--- config.mk ---
export PLATFORM = sky130hd
export DESIGN_NAME = quantum_period_oracle
export DESIGN_NICKNAME = d
export VERILOG_FILES = /design/src/rtl/quantum_period_oracle_pkg.sv /design/src/rtl/quantum_period_oracle_mod_reduce_seq.sv /design/src/rtl/quantum_period_oracle.sv
export SDC_FILE = /design/constraint.sdc
export NUM_CORES = 1
export LEC_CHECK = 0
export ABC_AREA = 1
export CORE_MARGIN = 5
export CORE_UTILIZATION = 55
export DETAILED_ROUTE_END_ITERATION = 10
export GPL_TIMING_DRIVEN = 0
export PLACE_DENSITY_LB_ADDON = 0.12
export SETUP_SLACK_MARGIN = 0.3
export SKIP_CTS_REPAIR_TIMING = 1
export SYNTH_ARGS = -nofsm -noshare
export SYNTH_HDL_FRONTEND = slang
export SYNTH_SLANG_ARGS = --single-unit
export TNS_END_PERCENT = 100
--- constraint.sdc ---
create_clock -name clk -period 9.2 [get_ports clk]
set_clock_uncertainty 0.15 [all_clocks]
set_input_delay 2.76 -clock clk [delete_from_list [all_inputs] [get_ports clk]]
set_output_delay 2.76 -clock clk [all_outputs]
set_load 0.005 [all_outputs]
--- src/rtl/quantum_period_oracle_pkg.sv ---
// Shared definitions for the period oracle: FSM encoding, field positions
// of the quantum_state / quantum_measurement words, and iteration cost.
package quantum_pkg;

  // MUL (1) + REDUCE (16) + TEST (1) edges per modular multiply step
  localparam int QPO_ITER_CYCLES = 18;

  localparam int QS_A_MSB = 15;
  localparam int QS_A_LSB = 8;
  localparam int QS_N_MSB = 7;
  localparam int QS_N_LSB = 0;

  localparam int QM_H_MSB = 15;
  localparam int QM_H_LSB = 8;
  localparam int QM_R_MSB = 7;
  localparam int QM_R_LSB = 0;

  typedef enum logic [3:0] {
    ST_IDLE        = 4'd0,
    ST_CHECK       = 4'd1,
    ST_MUL         = 4'd2,
    ST_REDUCE      = 4'd3,
    ST_TEST        = 4'd4,
    ST_HALF_MUL    = 4'd5,
    ST_HALF_REDUCE = 4'd6,
    ST_HALF_TEST   = 4'd7,
    ST_DONE        = 4'd8
  } qpo_state_e;

endpackage

--- src/rtl/quantum_period_oracle_mod_reduce_seq.sv ---
// Sequential restoring remainder: 16-bit dividend mod 8-bit modulus, one
// dividend bit per edge. The MSB is folded in on the start edge so the
// result and the done pulse appear 15 edges later; the consumer leaves its
// wait state on the 16th edge after start.
module mod_reduce_seq
  import quantum_pkg::*;
(
  input  logic        clk,
  input  logic        rst,
  input  logic        i_start,
  input  logic [15:0] i_dividend,
  input  logic [7:0]  i_modulus,
  output logic        o_done,
  output logic [7:0]  o_remainder
);

  localparam int STEPS = QPO_ITER_CYCLES - 2;

  logic [7:0]  r_rem;
  logic [15:0] r_shift;
  logic [3:0]  r_cnt;
  logic        r_busy;
  logic        r_done;

  // Partial remainder stays below the modulus, so one conditional subtract
  // per shifted-in bit is enough.
  function automatic logic [7:0] f_step(input logic [7:0] rem,
                                        input logic       bit_in,
                                        input logic [7:0] m);
    logic [8:0] t;
    t = {rem, bit_in};
    if (t >= {1'b0, m}) t = t - {1'b0, m};
    return t[7:0];
  endfunction

  // Shift-subtract engine with a single-cycle done strobe
  always_ff @(posedge clk or posedge rst) begin
    if (rst) begin
      r_rem   <= 8'h00;
      r_shift <= 16'h0000;
      r_cnt   <= 4'd0;
      r_busy  <= 1'b0;
      r_done  <= 1'b0;
    end else begin
      r_done <= 1'b0;
      if (i_start) begin
        r_rem   <= f_step(8'h00, i_dividend[15], i_modulus);
        r_shift <= {i_dividend[14:0], 1'b0};
        r_cnt   <= 4'(STEPS - 1);
        r_busy  <= 1'b1;
      end else if (r_busy) begin
        r_rem   <= f_step(r_rem, r_shift[15], i_modulus);
        r_shift <= {r_shift[14:0], 1'b0};
        r_cnt   <= r_cnt - 4'd1;
        if (r_cnt == 4'd1) begin
          r_busy <= 1'b0;
          r_done <= 1'b1;
        end
      end
    end
  end

  assign o_done      = r_done;
  assign o_remainder = r_rem;

endmodule

--- src/rtl/quantum_period_oracle.sv ---
// Classical period finder: smallest r >= 1 with a^r mod N == 1, by repeated
// modular multiplication through a shared sequential reducer.
// Optional macro QPO_HALF_POWER_EN adds a second pass computing a^(r/2) mod N
// for even r, returned in measurement[15:8].
module quantum_period_oracle
  import quantum_pkg::*;
#(
  parameter int MAX_PERIOD = 64
) (
  input  logic        clk,
  input  logic        rst,
  input  logic        start,
  input  logic [15:0] quantum_state,
  output logic [15:0] quantum_measurement,
  output logic        quantum_measure_valid,
  output logic        busy,
  output logic        error
);

  localparam logic [7:0] LP_MAX = 8'(MAX_PERIOD);

  qpo_state_e  r_state, w_next;
  logic [7:0]  r_a, r_n, r_x, r_k;
  logic        r_err;
  logic [15:0] r_meas;
  logic [15:0] w_p;
  logic        w_red_start, w_red_done, w_invalid, w_hit, w_tmo;
  logic [7:0]  w_rem;
`ifdef QPO_HALF_POWER_EN
  logic [7:0]  r_y, r_j, r_r;
  logic        w_half_end;
`endif

  assign w_invalid = (r_n < 8'd2) || (r_a == 8'd0) || (r_a >= r_n);
  assign w_hit     = (r_x == 8'd1);
  assign w_tmo     = (r_k == LP_MAX);
`ifdef QPO_HALF_POWER_EN
  assign w_half_end  = (r_j == {1'b0, r_r[7:1]});
  assign w_red_start = (r_state == ST_MUL) || (r_state == ST_HALF_MUL);
  assign w_p = (r_state == ST_HALF_MUL) ? ({8'h00, r_y} * {8'h00, r_a})
                                        : ({8'h00, r_x} * {8'h00, r_a});
`else
  assign w_red_start = (r_state == ST_MUL);
  assign w_p         = {8'h00, r_x} * {8'h00, r_a};
`endif

  mod_reduce_seq u_reduce (
    .clk        (clk),
    .rst        (rst),
    .i_start    (w_red_start),
    .i_dividend (w_p),
    .i_modulus  (r_n),
    .o_done     (w_red_done),
    .o_remainder(w_rem)
  );

  // State register
  always_ff @(posedge clk or posedge rst) begin
    if (rst) r_state <= ST_IDLE;
    else     r_state <= w_next;
  end

  // Next-state decode
  always_comb begin
    w_next = r_state;
    case (r_state)
      ST_IDLE:   if (start) w_next = ST_CHECK;
      ST_CHECK:  w_next = w_invalid ? ST_DONE : ST_MUL;
      ST_MUL:    w_next = ST_REDUCE;
      ST_REDUCE: if (w_red_done) w_next = ST_TEST;
      ST_TEST: begin
        if (w_hit) begin
`ifdef QPO_HALF_POWER_EN
          w_next = r_k[0] ? ST_DONE : ST_HALF_MUL;
`else
          w_next = ST_DONE;
`endif
        end else if (w_tmo) begin
          w_next = ST_DONE;
        end else begin
          w_next = ST_MUL;
        end
      end
`ifdef QPO_HALF_POWER_EN
      ST_HALF_MUL:    w_next = ST_HALF_REDUCE;
      ST_HALF_REDUCE: if (w_red_done) w_next = ST_HALF_TEST;
      ST_HALF_TEST:   w_next = w_half_end ? ST_DONE : ST_HALF_MUL;
`endif
      ST_DONE:   w_next = ST_IDLE;
      default:   w_next = ST_IDLE;
    endcase
  end

  // Datapath: operand latch, iteration counters, result capture on DONE entry
  always_ff @(posedge clk or posedge rst) begin
    if (rst) begin
      r_a    <= 8'h00;
      r_n    <= 8'h00;
      r_x    <= 8'h00;
      r_k    <= 8'h00;
      r_err  <= 1'b0;
      r_meas <= 16'h0000;
`ifdef QPO_HALF_POWER_EN
      r_y    <= 8'h00;
      r_j    <= 8'h00;
      r_r    <= 8'h00;
`endif
    end else begin
      case (r_state)
        ST_IDLE: if (start) begin
          r_a   <= quantum_state[QS_A_MSB:QS_A_LSB];
          r_n   <= quantum_state[QS_N_MSB:QS_N_LSB];
          r_err <= 1'b0;
        end
        ST_CHECK: begin
          if (w_invalid) begin
            r_err  <= 1'b1;
            r_meas <= 16'h0000;
          end else begin
            r_x <= 8'd1;
            r_k <= 8'd0;
          end
        end
        ST_MUL:    r_k <= r_k + 8'd1;
        ST_REDUCE: if (w_red_done) r_x <= w_rem;
        ST_TEST: begin
          if (w_hit) begin
`ifdef QPO_HALF_POWER_EN
            if (!r_k[0]) begin
              r_r <= r_k;
              r_y <= 8'd1;
              r_j <= 8'd0;
            end else begin
              r_meas[QM_H_MSB:QM_H_LSB] <= 8'h00;
              r_meas[QM_R_MSB:QM_R_LSB] <= r_k;
            end
`else
            r_meas[QM_H_MSB:QM_H_LSB] <= 8'h00;
            r_meas[QM_R_MSB:QM_R_LSB] <= r_k;
`endif
          end else if (w_tmo) begin
            r_err  <= 1'b1;
            r_meas <= 16'h0000;
          end
        end
`ifdef QPO_HALF_POWER_EN
        ST_HALF_MUL:    r_j <= r_j + 8'd1;
        ST_HALF_REDUCE: if (w_red_done) r_y <= w_rem;
        ST_HALF_TEST: if (w_half_end) begin
          r_meas[QM_H_MSB:QM_H_LSB] <= r_y;
          r_meas[QM_R_MSB:QM_R_LSB] <= r_r;
        end
`endif
        default: ;
      endcase
    end
  end

  // Moore outputs
  always_comb begin
    quantum_measure_valid = (r_state == ST_DONE);
    busy                  = (r_state != ST_IDLE);
    error                 = (r_state == ST_DONE) && r_err;
    quantum_measurement   = r_meas;
  end

endmodule
==> out/results.txt, run 1 <==
Clock-pin slew was measured on the worst setup and hold paths at 0.06 ns. In this run the cell area measured after placement is 7102 sq um. Measured along the x axis, the die boundary spans 119.3 um.

The tool flagged a number of max-cap violations equal to 0. The DRC violations left is 0. Global routing consumed, over all layers together, 22.92% of the routing resources. Subtracting the final worst setup slack from the clock period gives 5.490 ns.

In the synthesized netlist the dominant register cell turns out to be sky130_fd_sc_hd__dfrtp_1. The pre-antenna-repair detailed-routing pass consisted of 5 iterations. The maximum buffer depth of the clock tree is 2, and the count of filler cells inserted in the layout is 1050. After routing the design area is 7407 sq um. In this run the count of I/O pins placed on the die edge is 38. The placed wire-length estimate after detailed placement is 11.82 mm. In this run the worst hold path is classified as flip-flop to flip-flop. The tools report the total number of placement rows as 40. For the largest net degree at the start of global routing, the log shows 61. The category of the worst setup path capture point is a flip-flop.

The chip height is 119.3 um. The logs give 1029 for the layout net count and 0 ns for the final total negative setup slack. The highest net fanout along the worst path came out at 10. The count of flip-flops with a built-in enable after synthesis was 0; the cell count after synthesis was 866. The async set-reset flop share out of synthesis is 100.0%, and the required time at the worst-slack endpoint is 9.31 ns. Clock tree synthesis inserted a total of 9 buffers. After global routing the overflow that remains totals 0. Dividing the final minimum period by the clock period gives 59.67%.

For this design, the sink count on the clock tree is 74. The final setup violation count was 0. The worst setup path is of the flip-flop to flip-flop kind. The number of input and output port buffers inserted was 29. In the final routed layout, each cell accounts on average for 14.39 um. For this configuration, the core starts out at a cell density of 55.40%. The share of final-layout standard cells stronger than drive strength 1 is 9.467%. The startpoint kind of the worst setup timing path was a flip-flop. The max-slew violation total from the final report came out at 0. In this run the remaining antenna-violating nets after routing total 0. The maximum clock frequency came out at 182.2 MHz.

The run gives 0 as the final hold violation count. The flow ran to the end, and the final reports show no timing, DRC or antenna violations. The logs give 64.12% for the remaining max-slew budget at the tightest pin and 3 for the H-tree level count. Power spread over the standard cell area amounts to 95.02 nW/um^2. Summed over all layers, the routed wires come to 15.34 mm. At the end of routability-driven placement, the weighted congestion stood at 0.8956. TritonCTS built the clock tree.

The worst-case IR drop observed on VDD is 92.33 uV. Arrival time of data at the critical path endpoint: 5.60 ns. The logs give 0 for the final antenna diode count and 62.45% for the final core utilization.

The average instance area after synthesis is 7.588 sq um. During synthesis, Yosys emitted a total of 0 warnings. Across all layers, the routed design uses 5571 vias. The logs give 28.18% for the sequential-to-total area share from yosys stat and 5797 for the number of global-route vias before repair.

Using the TritonRoute via totals, the vias-per-cell ratio works out to 5.226. The first global-routing pass estimated 26.77 mm of wire. Synthesis instantiated 44 different standard cells from the library. The die covers 14230 sq um. The slew at the pin closest to its max-slew limit is 0.5382 ns. The run gives 0 as the number of antenna violations at the first check in global routing. In this run, synthesis produced a sequential element count of 74.

After floorplanning, the core was sized to cover 11860 sq um. The post-synth design cell area is 6571 sq um. The DRC violation total after the first TritonRoute iteration came out at 310. CTS placed an instance of sky130_fd_sc_hd__clkbuf_16 at the clock tree root. Clock latency on the worst-skew pair, taken at its later pin, is 0.34 ns. Setup repair after global routing left no endpoint under its margin.

Relative to the synthesized area, the layout overhead comes to 12.72%. For this design the static power due to leakage is 4.180 nW.
[metal layers]
metal / share of wire [%] / global-route usage, % / up-vias
met5: 0 / 0 / -
met4: 2.0 / 6.872 / 0
met2: 50 / 40.80 / 141
li1: - / - / 2744
met3: 4.2 / 2.802 / 35
met1: 44 / 29.14 / 2651
[synth_stat cells (all sizes together) (3+ instances only)]
cell type | count | area, sq um
nand2 | 225 | 864.6
inv | 170 | 643.1
dfrtp | 74 | 1852
nor2 | 72 | 305.3
nand3 | 71 | 382.9
ha | 59 | 738.2
a21oi | 45 | 232.7
fa | 37 | 740.7
buf | 32 | 221.5
o21ai | 22 | 117.6
xor2 | 11 | 96.34
nand4 | 10 | 75.07
nand3b | 6 | 45.04
xnor2 | 6 | 52.55
nor3 | 5 | 35.03
clkbuf | 4 | 15.01
mux2 | 3 | 45.04
[cell families (layout without fill, tap and decap cells)]
group / after synthesis / count (layout) / synth area share (%)
xor+xnor: 17 / 17 / 2.266
other cells: 1 / 8 / 0.05707
compound gates: 73 / 73 / 6.055
simple gates: 395 / 395 / 26.81
buf+inv: 207 / 253 / 13.44
mux: 3 / 3 / 0.6854
flops: 74 / 74 / 28.18
fa+ha+maj: 96 / 96 / 22.51
[flip-flops by register name, indices dropped and copies added (netlist names)]
| name | cells |
|---|---|
| u_reduce.r_shift | 15 |
| r_err | 1 |
| u_reduce.r_busy | 1 |
| quantum_measurement | 8 |
| u_reduce.o_done | 1 |
| r_x | 8 |
| r_a | 8 |
| r_n | 8 |
| r_k | 8 |
| u_reduce.o_remainder | 8 |
| u_reduce.r_cnt | 4 |
| r_state | 4 |
[per-stage QoR]
stage	hold WS [ns]	instances	power (mW)	setup WS, ns
3_3_place_gp	0.3036	1049	0.3489	3.158
5_1_grt	0.3676	1066	0.7265	3.287
4_1_cts	0.3294	1066	0.7090	3.717
2_1_floorplan	0.2844	873	0.3394	4.331
6_report	0.3196	1066	0.7038	3.710
3_5_place_dp	0.3151	1050	0.3508	3.763
[worst max-delay path: stages, from the launching register on]
cell                      delay (ns)
sky130_fd_sc_hd__dfrtp_1        0.32
sky130_fd_sc_hd__buf_2          0.27
sky130_fd_sc_hd__nand2_1        0.13
sky130_fd_sc_hd__fa_1           0.51
sky130_fd_sc_hd__fa_1           0.56
sky130_fd_sc_hd__inv_1          0.06
sky130_fd_sc_hd__fa_1           0.53
sky130_fd_sc_hd__inv_1          0.07
sky130_fd_sc_hd__fa_1           0.53
sky130_fd_sc_hd__inv_1          0.04
sky130_fd_sc_hd__ha_1           0.37
sky130_fd_sc_hd__nand2_1        0.12
sky130_fd_sc_hd__nor2_1         0.15
sky130_fd_sc_hd__nand3_1        0.12
sky130_fd_sc_hd__nand4_1        0.14
sky130_fd_sc_hd__nand2_1        0.10
sky130_fd_sc_hd__ha_1           0.19
sky130_fd_sc_hd__inv_1          0.06
sky130_fd_sc_hd__ha_1           0.16
sky130_fd_sc_hd__nand2_1        0.07
sky130_fd_sc_hd__o21ai_2        0.07
sky130_fd_sc_hd__and2_2         0.18
sky130_fd_sc_hd__nand2_1        0.06
sky130_fd_sc_hd__o21ai_0        0.17
sky130_fd_sc_hd__inv_1          0.13
sky130_fd_sc_hd__a21oi_1        0.15
[final timing paths]
kind                       cells after the start   start  slack (ns)                       to
max                                           25  r_x[0]        3.71  u_reduce.o_remainder[7]
min                                            2   r_err        0.32                    r_err
max reg2reg                                   25  r_x[0]        3.71  u_reduce.o_remainder[7]
min reg2reg                                    2   r_err        0.32                    r_err
max in group asynchronous                      3     rst        5.80                   r_n[7]
min in group asynchronous                      2     rst        2.55   quantum_measurement[6]
[layout make-up]
class,instances,area (sq um),area share [%]
clock inverter,5,62.56,0.8446
tap,147,183.9,2.483
buffer,36,236.5,3.193
sequential,74,1852,25.00
inverter,171,649.4,8.767
timing repair buffer,30,317.8,4.291
clock buffer,11,242.7,3.277
multi-input combinational,592,3862,52.15
[placed cells by master (no fill, tap or decap), drive strengths merged, types with 3 or more instances in the layout]
| cell | netlist | layout |
|---|---|---|
| nand2 | 225 | 225 |
| inv | 170 | 171 |
| dfrtp | 74 | 74 |
| nor2 | 72 | 72 |
| nand3 | 71 | 71 |
| ha | 59 | 59 |
| a21oi | 45 | 45 |
| fa | 37 | 37 |
| buf | 32 | 33 |
| clkdlybuf4s50 | 0 | 29 |
| o21ai | 22 | 22 |
| clkbuf | 4 | 15 |
| xor2 | 11 | 11 |
| nand4 | 10 | 10 |
| conb | 1 | 8 |
| xnor2 | 6 | 6 |
| nand3b | 6 | 6 |
| nor3 | 5 | 5 |
| mux2 | 3 | 3 |
[power by group]
part           switching, mW  total (mW)  internal (mW)
Combinational        0.00871      0.0188         0.0101
Sequential                 0       0.325          0.325
Clock                  0.141       0.360          0.219
Total                  0.149       0.704          0.554
No activity file was read; power rests on OpenSTA's default activity.
==> inputs of run 2 (changes only) <==
==> constraint.sdc (replaced) <==
create_clock -name clk -period 5.11 [get_ports clk]
set_clock_uncertainty 0.15 [all_clocks]
set_input_delay 1.533 -clock clk [delete_from_list [all_inputs] [get_ports clk]]
set_output_delay 1.533 -clock clk [all_outputs]
set_load 0.005 [all_outputs]
==> run 2 against run 1 <==
Compared with the run above:
- critical path depth is 3 higher
- clock power up 90%
- wire length rose by 9.0%
- core utilization rose by 4.7 points
- total power is 85% higher
- die area unchanged
- cell count is 3.0% higher
- critical endpoint is now u_reduce.o_remainder[3]
- flip-flop and latch count stayed put
- design area grew 7.5%
- largest cell class unchanged
- global-route usage grew 0.56 points
==> out/results.txt, run 2 (synthesized netlist as in run 1, its figures left out) <==
Cells with a size suffix above 1 make up 18.72% of the layout. Placement-stage worst setup slack: -0.2405 ns. In this run the tool buffered the top-level ports with 29 buffer cells. The region available for standard cell placement spans 11860 sq um. Pin placement for this block handled 38 I/O pins. The finished cells cover 7965 sq um. The number of antenna violations at the first check in global routing came out at 0. Leaving out fill and tap cells, the most frequent cells in the layout are sky130_fd_sc_hd__nand2_1, sky130_fd_sc_hd__inv_1, sky130_fd_sc_hd__dfrtp_1. The total number of placement rows was 40; the global-route total usage across every layer was 23.48%. The slowest stage of the critical path is the sky130_fd_sc_hd__fa_1 cell.

The die is 119.3 um wide. The most critical setup path has its startpoint at r_x[2]. Flip-flop count of the largest register, all copies and words added: 15.

The signed area change from the synthesized netlist to the final layout was 21.21%; the arrival time of data at the critical path endpoint was 5.04 ns. Leaving out fill and tap cells, the most frequent cell in the layout is sky130_fd_sc_hd__nand2_1. The maximum clock frequency is 203.1 MHz, and the post-place instance area is 7157 sq um. The final antenna diode count was 0; the buffers plus inverters on the worst setup path was 7.

For the detailed-route wire length, the log shows 16.73 mm. TritonCTS built the clock tree. The logs give 0 for the max-slew violation total from the final report and 14230 sq um for the total die area. The final critical-path required period is 4.923 ns, and the vias per cell is 5.289. The worst hold path begins at r_err.

The number of buffers inserted during clock tree synthesis is 9, and the via count is 5807. For the largest net degree at the start of global routing, the log shows 61. The filler cells instantiated in the layout total 982.

Across the VDD grid, the largest voltage drop is 191.8 uV. For the worst-skew pair, the clock arrives at the later sink with an insertion delay of 0.34 ns. u_reduce.r_shift holds more flip-flops than any other register. Number of global-route vias before repair: 5818. In the finished design, the share of the clock period the worst path needs comes to 96.34%.

In this run the critical register-to-register path is captured at u_reduce.o_remainder[3]. Worst min-delay path category: flip-flop to flip-flop. The final hold violation count came out at 0.

The final total negative setup slack is 0 ns. On the critical path the largest part of the delay comes from adder cells. The power density relative to cell area is 163.7 nW/um^2. The initial utilization of the core area, before any placement, comes to 55.40%.

The clock transition at the registers of the reported paths came out at 0.06 ns. The type of the worst setup path was flip-flop to flip-flop. The worst hold margin came out at 0.3294 ns.

The run finished with clean final reports. Measured in cells, the most critical reg-to-reg path has a length of 28. Routability-driven placement finished with a final weighted congestion of 0.8811. Layout net count: 1063. The chip height works out to 119.3 um. After detailed routing, the number of remaining DRC violations is 0.

Placed wire-length estimate after detailed placement: 12.09 mm. The critical path ends at u_reduce.o_remainder[3]. The startpoint kind of the worst setup timing path was a flip-flop. The highest net fanout along the worst path was 9.

The count of cells along the worst hold path works out to 2. At the worst endpoint, the required time is 5.23 ns. The cell sitting at the root of the clock tree is a sky130_fd_sc_hd__clkbuf_16. Once detail routing completed, the nets flagged for antenna violations numbered 0. The worst register-to-register path has a setup slack of 0.19 ns. Across all setup checks in the final design, the least slack found is 0.1868 ns. STA classifies the critical path endpoint as a flip-flop. The DRC violation total after the first TritonRoute iteration was 418. The total design power is 1.304 mW. The tool flagged a number of max-cap violations equal to 0. For this design the static power due to leakage is 4.410 nW. For this run the aggregate overflow at the end of global routing stands at 0. After detailed routing, the average wire length per cell comes to 15.24 um.

Clock tree synthesis found a total of 74 sinks. Cell type with the highest occurrence count on the critical path: sky130_fd_sc_hd__nand2_2. On the worst path, the slowest cell contributes a delay of 0.53 ns.

The run gives 2 as the maximum buffer depth of the clock tree. The first detailed-routing pass took 8 iterations. The first global-routing pass estimated 27.21 mm of wire.

The H-tree was split into 3 levels. Counting buffers and inverters, the worst setup path is 28 cells deep. Setup repair after global routing could not meet its margin everywhere. Beginning of the worst register-to-register path: r_x[2]. Setup violations remaining at the end of the flow were counted as 0.
==> run 2: stage by stage <==
step / std cells / utilization, %
finish: 1098 / 67.15
CTS: 1064 / 63.00
global placement: 1049 / 60.08
global route: 1098 / 67.15
floorplan: 873 / -
detailed placement: 1050 / 60.34
==> run 2: layer usage <==
layer / global-route usage (%) / wire length [um]
met1: 29.27 / 6948
met2: 41.05 / 8478
met5: 0 / 0
met3: 2.849 / 801
met4: 9.950 / 500
==> run 2: worst reg2reg max path: cells and delay by family, from the launching register on <==
kind | cells | cell delay [ns]
fa+ha+maj | 7 | 2.56
simple gates | 11 | 0.90
flops | 1 | 0.38
buf+inv | 7 | 0.50
compound gates | 3 | 0.35
==> run 2: worst min-delay path by stage <==
stage                           end
4_1_cts                       r_err
5_1_grt        u_reduce.r_shift[15]
3_5_place_dp                  r_err
6_report                      r_err
3_3_place_gp                  r_err
2_1_floorplan                 r_err
==> run 2: report_power, final <==
part | switching [mW] | total [mW] | leakage (nW) | internal [mW]
Sequential | 0 | 0.586 | 0.878 | 0.586
Combinational | 0.0159 | 0.0340 | 3.38 | 0.0182
Clock | 0.247 | 0.684 | 0.151 | 0.437
==> run 2: area by class of cell <==
cell class                      instances  area [sq um]  area share [%]
Clock buffer                           10         239.0           3.000
Multi-Input combinational cell        592          4095           51.41
Timing Repair Buffer                   64         565.5           7.100
Clock inverter                          4         76.32          0.9582
Buffer                                 36         304.0           3.817
Inverter                              171         649.4           8.153
Sequential cell                        74          1852           23.25
Tap cell                              147         183.9           2.309
==> inputs of run 3 (changes only) <==
--- a/config.mk
+++ b/config.mk
@@ -12,7 +12,7 @@
 export GPL_TIMING_DRIVEN = 0
 export PLACE_DENSITY_LB_ADDON = 0.12
 export SETUP_SLACK_MARGIN = 0.3
-export SKIP_CTS_REPAIR_TIMING = 1
+export SLEW_MARGIN = 20
 export SYNTH_ARGS = -nofsm -noshare
 export SYNTH_HDL_FRONTEND = slang
 export SYNTH_SLANG_ARGS = --single-unit
==> run 3 against run 2 <==
Compared with the run above:
- combinational power down 2%
- cell count increased by 2.1%
- wire length rose by 6.6%
- total power shrank 3.7%
- design area grew 3.3%
- largest cell class unchanged
==> out/results.txt, run 3 (synthesized netlist as in run 1, its figures left out) <==
In this design, the largest share of critical-path delay is due to adder cells. The maximum clock frequency was 196.3 MHz; the power density relative to cell area was 152.6 nW/um^2. The logs give 40 for the total number of placement rows and 74 for the clock sink count. The global-route total usage across every layer came out at 25.79%. Flip-flop count of the largest register, all copies and words added: 15.

TritonCTS built the clock tree. The total die area came out at 14230 sq um. After detailed routing, the number of remaining DRC violations is 0. At the pin with the least slew margin, the transition time is 0.5348 ns.

The layout net count came out at 1085. The worst-case vdd ir drop was 155.6 uV; the remaining max-slew budget at the tightest pin was 64.34%. In this run the worst hold path is classified as flip-flop to flip-flop. Summing internal, switching and leakage power gives 1.256 mW. Dividing the detail-routed via count by the number of cells gives 5.337. The flow ran to the end, and the final reports show no timing, DRC or antenna violations. For this block, the via count after detailed routing is 5983. Once detailed placement completed, the half-perimeter wirelength came to 12.09 mm. The logs give 0 for the number of antenna violations at the first check in global routing and 0 for the max-cap check violation count.

During I/O placement, the number of pins put on the boundary was 38. Setup violations remaining at the end of the flow were counted as 0. After global routing the overflow that remains totals 0. Standard cell with the maximum stage delay on the critical path: sky130_fd_sc_hd__fa_1.

The first global-routing pass estimated 29.51 mm of wire. Leaving out fill and tap cells, the most frequent cells in the layout are sky130_fd_sc_hd__nand2_1, sky130_fd_sc_hd__inv_1, sky130_fd_sc_hd__dfrtp_1. The tools report the reported leakage power as 4.523 nW. The tools report the DRC violation total after the first TritonRoute iteration as 420. The H-tree generated during clock tree synthesis spans 3 levels. Among the stages of the critical path, the cell type that occurs most often is sky130_fd_sc_hd__nand2_2.

The logs give 31.31% for the met1 layer usage reported by global route and 6290 for the number of global-route vias before repair. From left edge to right edge, the die measures 119.3 um. The arrival time of data at the critical path endpoint was 5.18 ns; the clock insertion delay at the later pin of the skew report was 0.34 ns. The chip height was 119.3 um; the global-route met3 utilization was 4.416%.

For the number of buffers inserted during clock tree synthesis, the log shows 9. The most critical setup path has its startpoint at r_x[6]. The count of nets left with antenna violations once routing finished came out at 0.

The worst setup path is launched from a flip-flop. CTS placed an instance of sky130_fd_sc_hd__clkbuf_16 at the clock tree root. Weighted congestion reported at the end of routability-driven placement: 0.8811. The largest net degree at the start of global routing was 43; the number of standard cells in the final layout excluding fillers was 1121. The final hold violation count is 0, and the routing usage on met2 is 46.20%.

Before antenna repair, the detailed router went through 6 iterations. The routed design has 17.84 mm of wire. Critical hold path startpoint: r_err. STA puts the critical path data required time at 5.19 ns. The worst setup path is captured at a flip-flop. The core region is 11860 sq um.

Busiest layer in global routing: met2. The clock passes through at most 2 buffers. The number of input and output port buffers inserted is 29, and the hold buffer count at CTS is 0. Leaving out fill and tap cells, the most frequent cell in the layout is sky130_fd_sc_hd__nand2_1.

The clock transition at the registers of the reported paths was 0.06 ns; the final antenna diode count was 0. Of the cells placed in the final design, the portion with a size suffix greater than 1 is 21.05%. The max-slew violation total from the final report is 0. Once the floorplan was initialized, standard cells occupied 55.40% of the core. The tools report the placed cell count as 1050.

The final critical-path required period is 5.093 ns, and the final critical-path share of the clock period is 99.67%. In this design, the stage delay of the slowest critical-path cell is 0.57 ns. The highest net fanout along the worst path works out to 10. The tools report the beginning of the worst register-to-register path as r_x[6].

Ranked by flip-flop count, first place goes to u_reduce.r_shift. Together, buffers and inverters on the worst path number 13. The type of the worst setup path is flip-flop to flip-flop. Setup repair after global routing could not meet its margin everywhere. The average wire per cell in the routed design is 15.91 um, and the signed area change from the synthesized netlist to the final layout is 25.25%.
==> run 3: cell count changes in the layout (fill, tap and decap cells not counted), moves of 2 or more <==
| cell | previous run | this run |
|---|---|---|
| sky130_fd_sc_hd__ha_1 | 50 | 48 |
| sky130_fd_sc_hd__nand2_1 | 202 | 200 |
| sky130_fd_sc_hd__buf_2 | 8 | 5 |
| sky130_fd_sc_hd__buf_6 | 16 | 25 |
| sky130_fd_sc_hd__buf_12 | 0 | 2 |
| sky130_fd_sc_hd__ha_4 | 8 | 11 |
| sky130_fd_sc_hd__nand3_1 | 65 | 63 |
| sky130_fd_sc_hd__buf_4 | 42 | 57 |
==> run 3: power breakdown <==
part           total (mW)  switching, mW  internal, mW
Sequential          0.586              0         0.586
Combinational      0.0333         0.0158        0.0175
Clock               0.637          0.247         0.390
Total                1.26          0.263         0.993
==> run 3: worst reg2reg max path, delay by kind of cell, from the launching register on <==
kind | cells | cell delay [ns]
fa+ha+maj | 5 | 2.34
buf+inv | 13 | 1.30
flops | 1 | 0.40
simple gates | 10 | 0.81
==> run 3: cell type report <==
| cell class | count | area (sq um) |
|---|---|---|
| inverter | 171 | 649.4 |
| fill | 928 | 3631 |
| multi-input combinational | 592 | 4160 |
| timing repair buffer | 86 | 777.0 |
| sequential | 74 | 1852 |
| clock inverter | 4 | 51.30 |
| clock buffer | 11 | 242.7 |
| buffer | 36 | 314.1 |
| tap | 147 | 183.9 |
==> run 3: final timing paths <==
path | to | cells past startpoint | slack (ns)
min in group asynchronous | u_reduce.o_done | 2 | 1.46
min reg2reg | r_err | 2 | 0.32
max | u_reduce.o_remainder[0] | 28 | 0.02
max in group asynchronous | r_n[2] | 3 | 2.79
min | r_err | 2 | 0.32
max reg2reg | u_reduce.o_remainder[0] | 28 | 0.02
==> run 3: stage by stage <==
stage                     util (%)  area (sq um)  setup TNS [ns]  hold WS (ns)  setup slack (ns)
after floorplan                  -          6653               0        0.2844            0.3259
after global placement       60.08          7127         -0.7973        0.3103           -0.1414
after detailed placement     60.27          7149          -1.583        0.3045           -0.2436
after CTS                    68.22          8092               0        0.3196            0.1927
after global routing         69.39          8230          -1.089        0.3716           -0.1804
final                        69.39          8230               0        0.3156           0.01662
==> run 3: per-layer routing <==
layer / vias up / routed length [um]
met5: - / 0
met4: 0 / 465
met3: 45 / 979
met2: 175 / 9046
met1: 2896 / 7344
li1: 2867 / -
==> run 3: repair_timing <==
item                                    CTS  global route
endpoints found under the setup margin    8             9
pin swaps                                43            18
buffers inserted                         54             2
resized for setup                        74            29
